**config.mk**
```make
export PLATFORM = sky130hd
export DESIGN_NAME = mem_miss_arbiter
export DESIGN_NICKNAME = d
export VERILOG_FILES = /design/src/rtl/mem_miss_arbiter.sv
export SDC_FILE = /design/constraint.sdc
export NUM_CORES = 1
export LEC_CHECK = 0
export BUFFER_PORTS_ARGS = -buffer_cell sky130_fd_sc_hd__buf_4
export CAP_MARGIN = 20
export CORE_MARGIN = 8
export CORE_UTILIZATION = 33
export DETAILED_ROUTE_END_ITERATION = 8
export PLACE_DENSITY = 0.7
export SYNTH_ARGS = -nofsm -noshare
export SYNTH_HDL_FRONTEND = slang
export SYNTH_SLANG_ARGS = --single-unit
```
**constraint.sdc**
```tcl
create_clock -name clk -period 2.55 [get_ports clk]
set_clock_uncertainty 0.1 [all_clocks]
set_input_delay 0.255 -clock clk [delete_from_list [all_inputs] [get_ports clk]]
set_output_delay 0.255 -clock clk [all_outputs]
set_load 0.02 [all_outputs]
```
**src/rtl/mem_miss_arbiter.sv**
```systemverilog
// Round-robin arbiter sharing one memory port between I-cache fills and
// D-cache fills/single-word writes; returns fill words to the winning cache.
module mem_miss_arbiter #(
    parameter int unsigned BLOCK_WORDS = 8,
    parameter int unsigned IDX_W       = 3
) (
    input  logic             clk,
    input  logic             rst,
    input  logic             i_req,
    input  logic [15:0]      i_addr,
    input  logic             d_req,
    input  logic             d_we,
    input  logic [15:0]      d_addr,
    input  logic [15:0]      d_wdata,
    output logic             mem_en,
    output logic             mem_wr,
    output logic [15:0]      mem_addr,
    output logic [15:0]      mem_wdata,
    input  logic             mem_rvalid,
    input  logic [15:0]      mem_rdata,
    output logic             fill_valid,
    output logic             fill_to_d,
    output logic [IDX_W-1:0] fill_idx,
    output logic [15:0]      fill_data,
    output logic             i_done,
    output logic             d_done
);

    localparam int unsigned CNT_W = IDX_W + 1;
    localparam logic [CNT_W-1:0] CNT_FULL = CNT_W'(BLOCK_WORDS);
    localparam logic [CNT_W-1:0] CNT_LAST = CNT_W'(BLOCK_WORDS - 1);
    // Clears the byte offset within a block (word index plus byte-in-word bit).
    localparam logic [15:0] BASE_MASK = ~16'((32'd1 << (IDX_W + 1)) - 32'd1);

    localparam logic [1:0] S_IDLE  = 2'd0;
    localparam logic [1:0] S_FILL  = 2'd1;
    localparam logic [1:0] S_WRITE = 2'd2;

    logic [1:0]       state, state_nxt;
    logic             owner, owner_nxt;
    logic             last, last_nxt;
    logic [CNT_W-1:0] iss_cnt, iss_nxt;
    logic [CNT_W-1:0] rcv_cnt, rcv_nxt;
    logic [15:0]      base, base_nxt;
    logic             gnt_d;
    logic             gnt_i;

    // Round robin: on a tie the side opposite to the last winner gets the port.
    assign gnt_d = d_req & (~i_req | ~last);
    assign gnt_i = i_req & ~gnt_d;

    always_ff @(posedge clk or posedge rst) begin
        if (rst) begin
            state   <= S_IDLE;
            owner   <= 1'b0;
            last    <= 1'b0;
            iss_cnt <= '0;
            rcv_cnt <= '0;
            base    <= '0;
        end else begin
            state   <= state_nxt;
            owner   <= owner_nxt;
            last    <= last_nxt;
            iss_cnt <= iss_nxt;
            rcv_cnt <= rcv_nxt;
            base    <= base_nxt;
        end
    end

    always_comb begin
        state_nxt  = state;
        owner_nxt  = owner;
        last_nxt   = last;
        iss_nxt    = iss_cnt;
        rcv_nxt    = rcv_cnt;
        base_nxt   = base;
        mem_en     = 1'b0;
        mem_wr     = 1'b0;
        mem_addr   = 16'h0000;
        mem_wdata  = 16'h0000;
        fill_valid = 1'b0;
        fill_to_d  = 1'b0;
        fill_idx   = '0;
        fill_data  = 16'h0000;
        i_done     = 1'b0;
        d_done     = 1'b0;

        case (state)
            S_IDLE: begin
                iss_nxt = '0;
                rcv_nxt = '0;
                if (gnt_d) begin
                    owner_nxt = 1'b1;
                    last_nxt  = 1'b1;
                    base_nxt  = d_we ? d_addr : (d_addr & BASE_MASK);
                    state_nxt = d_we ? S_WRITE : S_FILL;
                end else if (gnt_i) begin
                    owner_nxt = 1'b0;
                    last_nxt  = 1'b0;
                    base_nxt  = i_addr & BASE_MASK;
                    state_nxt = S_FILL;
                end
            end

            S_FILL: begin
                if (iss_cnt < CNT_FULL) begin
                    mem_en   = 1'b1;
                    mem_addr = base + (16'(iss_cnt) << 1);
                    iss_nxt  = iss_cnt + CNT_W'(1);
                end
                // Read data returns in issue order, so the receive count is the word index.
                if (mem_rvalid) begin
                    fill_valid = 1'b1;
                    fill_to_d  = owner;
                    fill_idx   = rcv_cnt[IDX_W-1:0];
                    fill_data  = mem_rdata;
                    if (rcv_cnt == CNT_LAST) begin
                        i_done    = ~owner;
                        d_done    = owner;
                        iss_nxt   = '0;
                        rcv_nxt   = '0;
                        state_nxt = S_IDLE;
                    end else begin
                        rcv_nxt = rcv_cnt + CNT_W'(1);
                    end
                end
            end

            S_WRITE: begin
                mem_en    = 1'b1;
                mem_wr    = 1'b1;
                mem_addr  = d_addr;
                mem_wdata = d_wdata;
                d_done    = 1'b1;
                state_nxt = S_IDLE;
            end

            default: begin
                state_nxt = S_IDLE;
            end
        endcase
    end

endmodule
```
Word-level counts from Yosys, hierarchy flattened
Index checks and enable logic that the tools add are counted.

Register bits after elaboration: 27. Bits of input ports: 70. Output and inout port bits: 57. Logic and storage cells: 65.

Add/subtract/negate cells: 3. Order comparisons: 1. Equality and inequality tests: 6. Multiplexer cells: 38. Bitwise logic cells: 6. Reductions and logical operators: 6.

Operators by type and width (number): 16-bit 2-to-1 mux (6); 16-bit one-hot mux with 2 select lines (1); 4-bit 2-to-1 mux (6); 16-bit by 5-bit adder with 16-bit output (1); 4-bit one-hot mux with 2 select lines (2); 1-bit 2-to-1 mux (13); 2-bit 2-to-1 mux (5); 4-bit by 1-bit adder with 4-bit output, second input constant (2); 3-bit 2-to-1 mux (2); 4-bit by 3-bit == test with 1-bit output, second input constant (1); 4-bit < comparator, second input constant (1); 2-bit != test, second input constant (2); 1-bit one-hot mux with 2 select lines (2); 2-bit one-hot mux with 2 select lines (1); 2-bit AND reduction (2); 2-bit nonzero test (2); 3-bit != test, second input constant (1); 1-bit NOT (3); 3-bit AND reduction (1); 1-bit AND (2); 2-bit by 1-bit == test with 1-bit output, second input constant (1); 2-bit == test, second input constant (1); 2-bit zero test (1); 1-bit bitwise OR (1).

Logic depth before layout (Yosys ltp)
Gate-level depths: netlist (run 1).

Depth in word-level cells: 8. Gate-level depth with buffers: 8. Mapped depth without buffers: 7.

Least setup slack after synthesis (run 1)
OpenSTA, ideal clock, no wires.

Path type: register to output. Start point: register iss_cnt[0]. End point: output port mem_addr[9]. Arrival time: 2056 ps. Required time: 2195 ps. Setup slack: 139 ps. Stages on the path, launching flop included: 9. Buffers on the path: 1. Cells stage by stage: dfrtp_1 > ha_1 > inv_1 > fa_1 > nand2b_1 > buf_2 > a211oi_1 > xnor2_1 > o21ai_0.

Word-level cells in the longest chain between the ends: 3.

Ends and longest elaborated chain: start, declared (line 42) `logic [CNT_W-1:0] iss_cnt, iss_nxt;`; start signal, assigned (line 64) `iss_cnt <= iss_nxt;`; 16-bit by 5-bit adder with 16-bit output or 4-bit < comparator (tied branches) (line 108, 106); 16-bit 2-to-1 mux (*) (line 106) `if (iss_cnt < CNT_FULL) begin`; 16-bit one-hot mux with 2 select lines (*) (line 88) `case (state)`; end, declared (line 17) `output logic [15:0] mem_addr,`.

Every way passes the cells marked *; elsewhere a longest branch is shown, timed or not.

Final worst setup path (run 1)
Start point: register base[1]. End point: output port mem_addr[13].

Word-level cells in the longest chain between the ends: 3.

Ends and longest elaborated chain: start, declared (line 44) `logic [15:0] base, base_nxt;`; start signal, assigned (line 66) `base <= base_nxt;`; 16-bit by 5-bit adder with 16-bit output (line 108) `mem_addr = base + (16'(iss_cnt) << 1);`; 16-bit 2-to-1 mux (line 106); 16-bit one-hot mux with 2 select lines (line 88).

Every way passes these cells.

==> results of run 1 <==
cell type report:
class / instances / share of cell area [%]
Multi-Input combinational cell: 229 / 44.7
Timing Repair Buffer: 142 / 30.4
Sequential cell: 27 / 19.3
Tap cell: 80 / 2.85
Inverter: 14 / 1.50
Clock buffer: 3 / 1.18
Clock inverter: 1 / 0.143
cells in the mapped netlist, types with 2 or more instances:
master | n | share of area (%)
nand2_1 | 45 | 7.4
dfrtp_1 | 27 | 30
o21ai_0 | 25 | 5.5
and3_1 | 20 | 5.5
and2_1 | 19 | 5.2
inv_1 | 14 | 2.3
mux2i_1 | 13 | 5.7
nor2_1 | 13 | 2.1
clkbuf_1 | 12 | 2.0
ha_1 | 9 | 4.9
xnor2_1 | 9 | 3.4
nand3_1 | 8 | 1.7
nor2b_1 | 6 | 1.6
a21oi_1 | 5 | 1.1
buf_2 | 4 | 0.87
o211ai_1 | 4 | 1.3
o21ai_1 | 4 | 0.87
a21boi_0 | 3 | 0.98
a22o_1 | 3 | 1.1
a22oi_1 | 3 | 0.98
a31oi_1 | 3 | 0.82
nand2b_1 | 3 | 0.82
nand4_1 | 3 | 0.82
a2111oi_2 | 2 | 1.3
a211oi_1 | 2 | 0.66
a2bb2oi_1 | 2 | 0.77
a32oi_1 | 2 | 0.77
and3b_1 | 2 | 0.77
buf_4 | 2 | 0.66
clkbuf_2 | 2 | 0.44
nand3b_1 | 2 | 0.66
nor3_1 | 2 | 0.44
nor3b_1 | 2 | 0.66
worst max-delay path, cell delays in order (launching register included):
cell       delay, ps
dfrtp_1          360
ha_2             190
inv_2             40
fa_2             330
nand2b_4         210
a2111oi_4        390
xnor2_1          160
o21ai_1           70
buf_4            160
metrics by stage:
step,util (%),TNS [ps]
finish,51.9,-3.81
global route,51.9,-299
CTS,50.2,0
detailed placement,48.9,0
global placement,48.9,0
floorplan,-,0
cell families (layout without fill, tap and decap cells):
logic type               after synthesis  count (layout)  synth area share [%]
buffers and inverters                 34             160                  6.23
XOR/XNOR                               9               9                  3.44
AO/OA/AOI/OAI                         67              67                  19.8
multiplexers                          14              14                  6.17
AND/OR/NAND/NOR                      129             129                  29.1
flip-flops                            27              27                  29.5
adder cells (fa/ha/maj)               10              10                  5.79
power groups by stage:
stage	registers (mW)	logic, mW	clock network, mW
2_1_floorplan	0.733	1.21	0
3_3_place_gp	0.793	1.77	0
3_5_place_dp	0.804	1.80	0
4_1_cts	0.796	1.84	0.254
5_1_grt	0.833	2.11	0.270
6_report	0.805	1.93	0.253
timing repair:
action                     CTS  global route
setup buffers                0             8
pin swaps                    0             4
setup endpoints to repair    7            11
hold buffers                 0             0
hold endpoints to repair     0             0
gates resized for setup     10            11
worst min path at each step:
stage               start       end  cells past startpoint
floorplan             rst   base[0]                      1
global placement      rst  state[0]                      2
detailed placement    rst  base[12]                      2
CTS                   rst  base[15]                      2
global route          rst  state[0]                      2
finish                rst  state[0]                      2
flip-flops by register name, summed over array words and instances (netlist names):
signal / cells
state: 2
rcv_cnt: 4
base: 16
iss_cnt: 4
last: 1
per-layer routing:
| metal | global-route usage, % | wire (um) | up-vias |
|---|---|---|---|
| met4 | 3.96 | 106 | 0 |
| met2 | 25.5 | 3870 | 77 |
| met3 | 3.28 | 529 | 10 |
| met5 | 0 | 0 | - |
| li1 | - | - | 1263 |
| met1 | 17.6 | 3190 | 1203 |
==> results.py, run 1 <==
metrics = {
    "outcome": {
        "status": "finished with violations",
        "violations": "negative setup slack",
    },
    "setup_path": {
        "worstSetupEndpointType": "output pin",
        "r2r-end": "iss_cnt[2]",
        "crit_start": "base[1]",
        "path_class": "reg -> out",
        "critPathLaunchType": "flip-flop",
        "worstReg2RegStart": "state[1]",
        "r2r_slack_ps": 750,
        "critPathCapture": "mem_addr[13]",
        "required_ps": 2190,
        "cp_max_fo": 8,
        "crit_arrival_ps": 2200,
        "rr_worst_depth": 7,
    },
    "detailed_routing": {
        "via_count": 2553,
        "via_per_inst": 5.15,
        "drc": 0,
        "drtIter0Drc": 96,
        "drt_pass1_iterations": 4,
        "wirelength_um": 7700,
        "wl_per_cell_um": 15.5,
        "drt.antenna.violating_nets": 0,
    },
    "placed_design": {
        "dp_worst_setup_slack_ps": 98.0,
        "dp_cells": 483,
        "gp_congestion": 0.875,
        "place.detailed.hpwl_um": 6020,
        "placed_area_um2": 3300,
        "portBuffers": 122,
    },
    "logic_synthesis": {
        "synth-edff-count": 0,
        "seq_area_frac_synth_pct": 29.5,
        "synthFlopType": "dfrtp_1",
        "synth.cell_area_um2": 2290,
        "avgSynthCellArea_um2": 7.90,
        "synth-seq-cells": 27,
        "syn_inst": 290,
        "syn_nets": 370,
        "yosys_warnings": 0,
        "synth.distinct_cells": 48,
        "async_reset_ff_share_pct": 100,
    },
    "clock_network": {
        "htree_levels": 1,
        "clk-insertion-delay-late_ps": 280,
        "tritoncts": "yes",
        "cts_buffer_depth": 2,
        "numCtsBuffers": 3,
        "cts_sinks": 27,
        "cts_root_buf": "clkbuf_8",
        "clkTransAtPathRegs_ps": 100,
    },
    "global_route": {
        "antenna_found_initial": 0,
        "grt_max_degree": 34,
        "grt_pass1_wl_um": 12100,
        "grt_pass1_vias": 2415,
        "grt_usage_pct": 14.7,
        "gr-total-overflow": 0,
    },
    "floorplan": {
        "ios": 127,
        "fp.coreArea_um2": 6760,
        "die_h_um": 99.3,
        "die_x_um": 99.3,
        "die_area_um2": 9860,
        "num_rows": 30,
        "initial_core_util_pct": 33.9,
    },
    "sta": {
        "finalHoldViolCount": 0,
        "maxSlewHeadroom_pct": 46.6,
        "worst_hold_slack_ps": 13.9,
        "max_freq_mhz": 392,
        "rsz0062_at_grt": "yes",
        "min_period_ps": 2550,
        "setup_slack_ps": -3.81,
        "slew_viol_final": 0,
        "setup_viol_count_final": 1,
        "post-route-period-util_pct": 100,
        "worst_pin_slew_ps": 800,
    },
    "layout": {
        "fin_area_um2": 3510,
        "final_cell_mix": "140 x buf_4, 45 x nand2_1, 27 x dfrtp_1, 23 x o21ai_0, 20 x and3_1",
        "layout-drive-gt1-share_pct": 40.1,
        "stdcell_count": 496,
        "nFillCells": 655,
        "syn_to_final_growth_pct": 53.2,
        "fin_nets": 497,
        "diodes": 0,
        "regArea_um2": 676,
        "multi_input_area_um2": 1570,
        "final_common_cell": "buf_4",
    },
    "pwr": {
        "comb_power_share_pct": 64.6,
        "p_leak_nw": 1.73,
        "seqPwrFrac_pct": 26.9,
        "p_switching_mw": 1.43,
        "ir_drop_mv": 0.387,
        "swShare_pct": 47.7,
        "internal_power_mw": 1.56,
        "clockPowerShare_pct": 8.5,
        "power_density_nw_per_um2": 851,
        "p_total_mw": 2.99,
    },
    "run": {
        "max_cap_violations": 0,
    },
    "min_path": {
        "hp-class": "in -> async",
    },
}
Note: power is estimated with default switching activity, not from simulation.
==> inputs of run 2 (changes only) <==
ABC_AREA = 1   (was unset)
==> results.py, run 2 <==
metrics = {
    "outcome": {
        "status": "completed",
    },
    "detailed_routing": {
        "via_count": 2838,
        "met2RoutedLength_um": 4160,
        "drt_pass1_iterations": 4,
        "drc": 0,
        "top_layer": "met4",
        "via_per_inst": 4.64,
        "drtIter0Drc": 213,
        "wl_met3_um": 388,
        "drt.antenna.violating_nets": 0,
        "wirelength_um": 8130,
        "routedLengthMet1_um": 3440,
        "wl_per_cell_um": 13.3,
    },
    "setup_path": {
        "cp_max_fo": 6,
        "r2r_slack_ps": 710,
        "crit_start": "iss_cnt[0]",
        "critPathLaunchType": "flip-flop",
        "worstSetupEndpointType": "output pin",
        "r2r-end": "base[2]",
        "critPathCapture": "mem_addr[5]",
        "required_ps": 2190,
        "worstReg2RegStart": "last",
        "path_class": "reg -> out",
        "crit_arrival_ps": 2080,
        "rr_worst_depth": 5,
    },
    "floorplan": {
        "num_rows": 31,
        "die_h_um": 101,
        "ios": 127,
        "fp.coreArea_um2": 7140,
        "die_area_um2": 10200,
        "initial_core_util_pct": 33.4,
        "die_x_um": 101,
    },
    "layout": {
        "largest_register": "base",
        "diodes": 0,
        "fin_nets": 593,
        "syn_to_final_growth_pct": 48.1,
        "layout-drive-gt1-share_pct": 31.3,
        "multi_input_area_um2": 1420,
        "nFillCells": 723,
        "largestRegisters": "base: 16 flops, iss_cnt: 4 flops, rcv_cnt: 4 flops",
        "regArea_um2": 676,
        "final_common_cell": "buf_4",
        "largest_register_ffs": 16,
        "final_cell_mix": "133 x buf_4, 103 x nand2_1, 65 x inv_1, 56 x nor2_1, 31 x nand3_1",
    },
    "pwr": {
        "power_density_nw_per_um2": 995,
        "p_leak_nw": 1.98,
        "ir_drop_mv": 0.440,
    },
    "run": {
        "max_cap_violations": 0,
    },
    "clock_network": {
        "numCtsBuffers": 3,
        "cts_sinks": 27,
        "clk-insertion-delay-late_ps": 290,
        "cts_buffer_depth": 2,
        "htree_levels": 1,
        "clkTransAtPathRegs_ps": 100,
        "cts_root_buf": "clkbuf_8",
        "tritoncts": "yes",
    },
    "logic_synthesis": {
        "async_reset_ff_share_pct": 100,
        "synthFlopType": "dfrtp_1",
        "synth.cell_area_um2": 2390,
        "synth-simple-area-share_pct": 38.1,
        "synth_most_common_cell": "nand2_1",
        "muxShareOfSynthArea_pct": 0,
        "yosys.area.top_type": "dfrtp_1",
        "synth_xor_xnor_area_share_pct": 1.10,
        "synth_top_cell_area_share_pct": 28.3,
        "yosys_warnings": 0,
        "synth.area.top_cells": "dfrtp_1 28%, nand2_1 16%, inv_1 10%, nor2_1 8.8%, nand3_1 6.7%",
        "synth.distinct_cells": 38,
        "seq_area_frac_synth_pct": 28.3,
        "syn_nets": 467,
        "synth-seq-cells": 27,
        "avgSynthCellArea_um2": 6.17,
        "synth_compound_area_share_pct": 13.3,
        "synth_top_family_by_area": "simple AND/OR/NAND/NOR gates",
        "syn_inst": 387,
        "synth-edff-count": 0,
        "yosys-top-cells-count": "103 x nand2_1, 66 x inv_1, 56 x nor2_1",
        "synthAdderAreaFrac_pct": 5.56,
    },
    "placed_design": {
        "portBuffers": 122,
        "place.detailed.hpwl_um": 6520,
        "gp_congestion": 0.876,
    },
    "sta": {
        "worst_hold_slack_ps": 122,
        "tns_ps": 0,
        "post-route-period-util_pct": 95.7,
        "maxSlewHeadroom_pct": 60.6,
        "setup_viol_count_final": 0,
        "min_period_ps": 2440,
        "max_freq_mhz": 410,
        "finalHoldViolCount": 0,
        "worst_pin_slew_ps": 587,
        "slew_viol_final": 0,
    },
    "min_path": {
        "min_from": "i_addr[4]",
        "hp-class": "in -> reg",
    },
    "global_route": {
        "grt_pass1_wl_um": 13300,
        "grt_usage_pct": 16.0,
        "grt_pass1_vias": 2863,
        "grt_max_degree": 35,
        "antenna_found_initial": 0,
        "gr-total-overflow": 0,
    },
}
==> run 2: metrics by stage <==
step / setup slack [ps] / util, % / instances / power [mW] / instance area [um2]
after floorplan: 352 / - / 387 / 2.36 / 2390
after global placement: 255 / 47.7 / 601 / 3.12 / 3400
after detailed placement: 186 / 47.7 / 601 / 3.17 / 3400
after CTS: 6.84 / 48.7 / 607 / 3.46 / 3480
after global routing: -23.4 / 49.5 / 611 / 3.86 / 3530
final: 111 / 49.5 / 611 / 3.51 / 3530
==> run 2: repair_timing <==
| action | in CTS | in global routing |
|---|---|---|
| endpoints found under the setup margin | 4 | 7 |
| buffers inserted | 1 | 4 |
| resized for setup | 1 | 5 |
| endpoints found under the hold margin | 27 | 0 |
| hold buffers | 1 | 0 |
| pin swaps | 0 | 2 |
==> run 2: area by class of cell <==
| type | count | area share, % |
|---|---|---|
| Clock buffer | 3 | 1.17 |
| Clock inverter | 1 | 0.212 |
| Inverter | 69 | 7.33 |
| Multi-Input combinational cell | 278 | 40.1 |
| Sequential cell | 27 | 19.1 |
| Tap cell | 99 | 3.51 |
| Timing Repair Buffer | 134 | 28.5 |
==> run 2: logic make-up (layout without fill, tap and decap cells) <==
kind of cell	Yosys count	after routing
and+or+nand+nor	212	212
xor gates and xnor gates	3	3
DFF	27	27
buffers and inverters	82	207
AOI/OAI and AO/OA	53	53
adders and majority gates	10	10
==> run 2: per-layer routing <==
metal	vias to the layer above	track usage, %
met5	-	0
met4	0	5.27
met3	10	3.25
met2	70	27.9
met1	1303	18.9
li1	1455	-
==> run 2: how the worst min path moves through the flow <==
stage	endpoint	slack, ps	cells after the start
6_report	base[4]	120	3
5_1_grt	base[4]	110	3
4_1_cts	base[4]	120	3
3_5_place_dp	last	250	3
3_3_place_gp	last	240	3
2_1_floorplan	base[0]	210	1
==> run 2: power breakdown <==
part	internal, mW	leakage (nW)	switching (mW)	total [mW]
combinational	0.943	1.63	1.48	2.43
sequential	0.615	0.330	0.209	0.824
clock	0.112	0.0217	0.153	0.264
total	1.67	1.98	1.84	3.51
==> run 2: critical path, stage by stage, from the launching register on <==
cell	delay, ps
dfrtp_1	410
ha_4	160
inv_1	50
fa_2	360
inv_2	70
nand3_1	80
nand3_2	140
or2_2	130
nand3_1	80
a21oi_1	150
buf_4	170
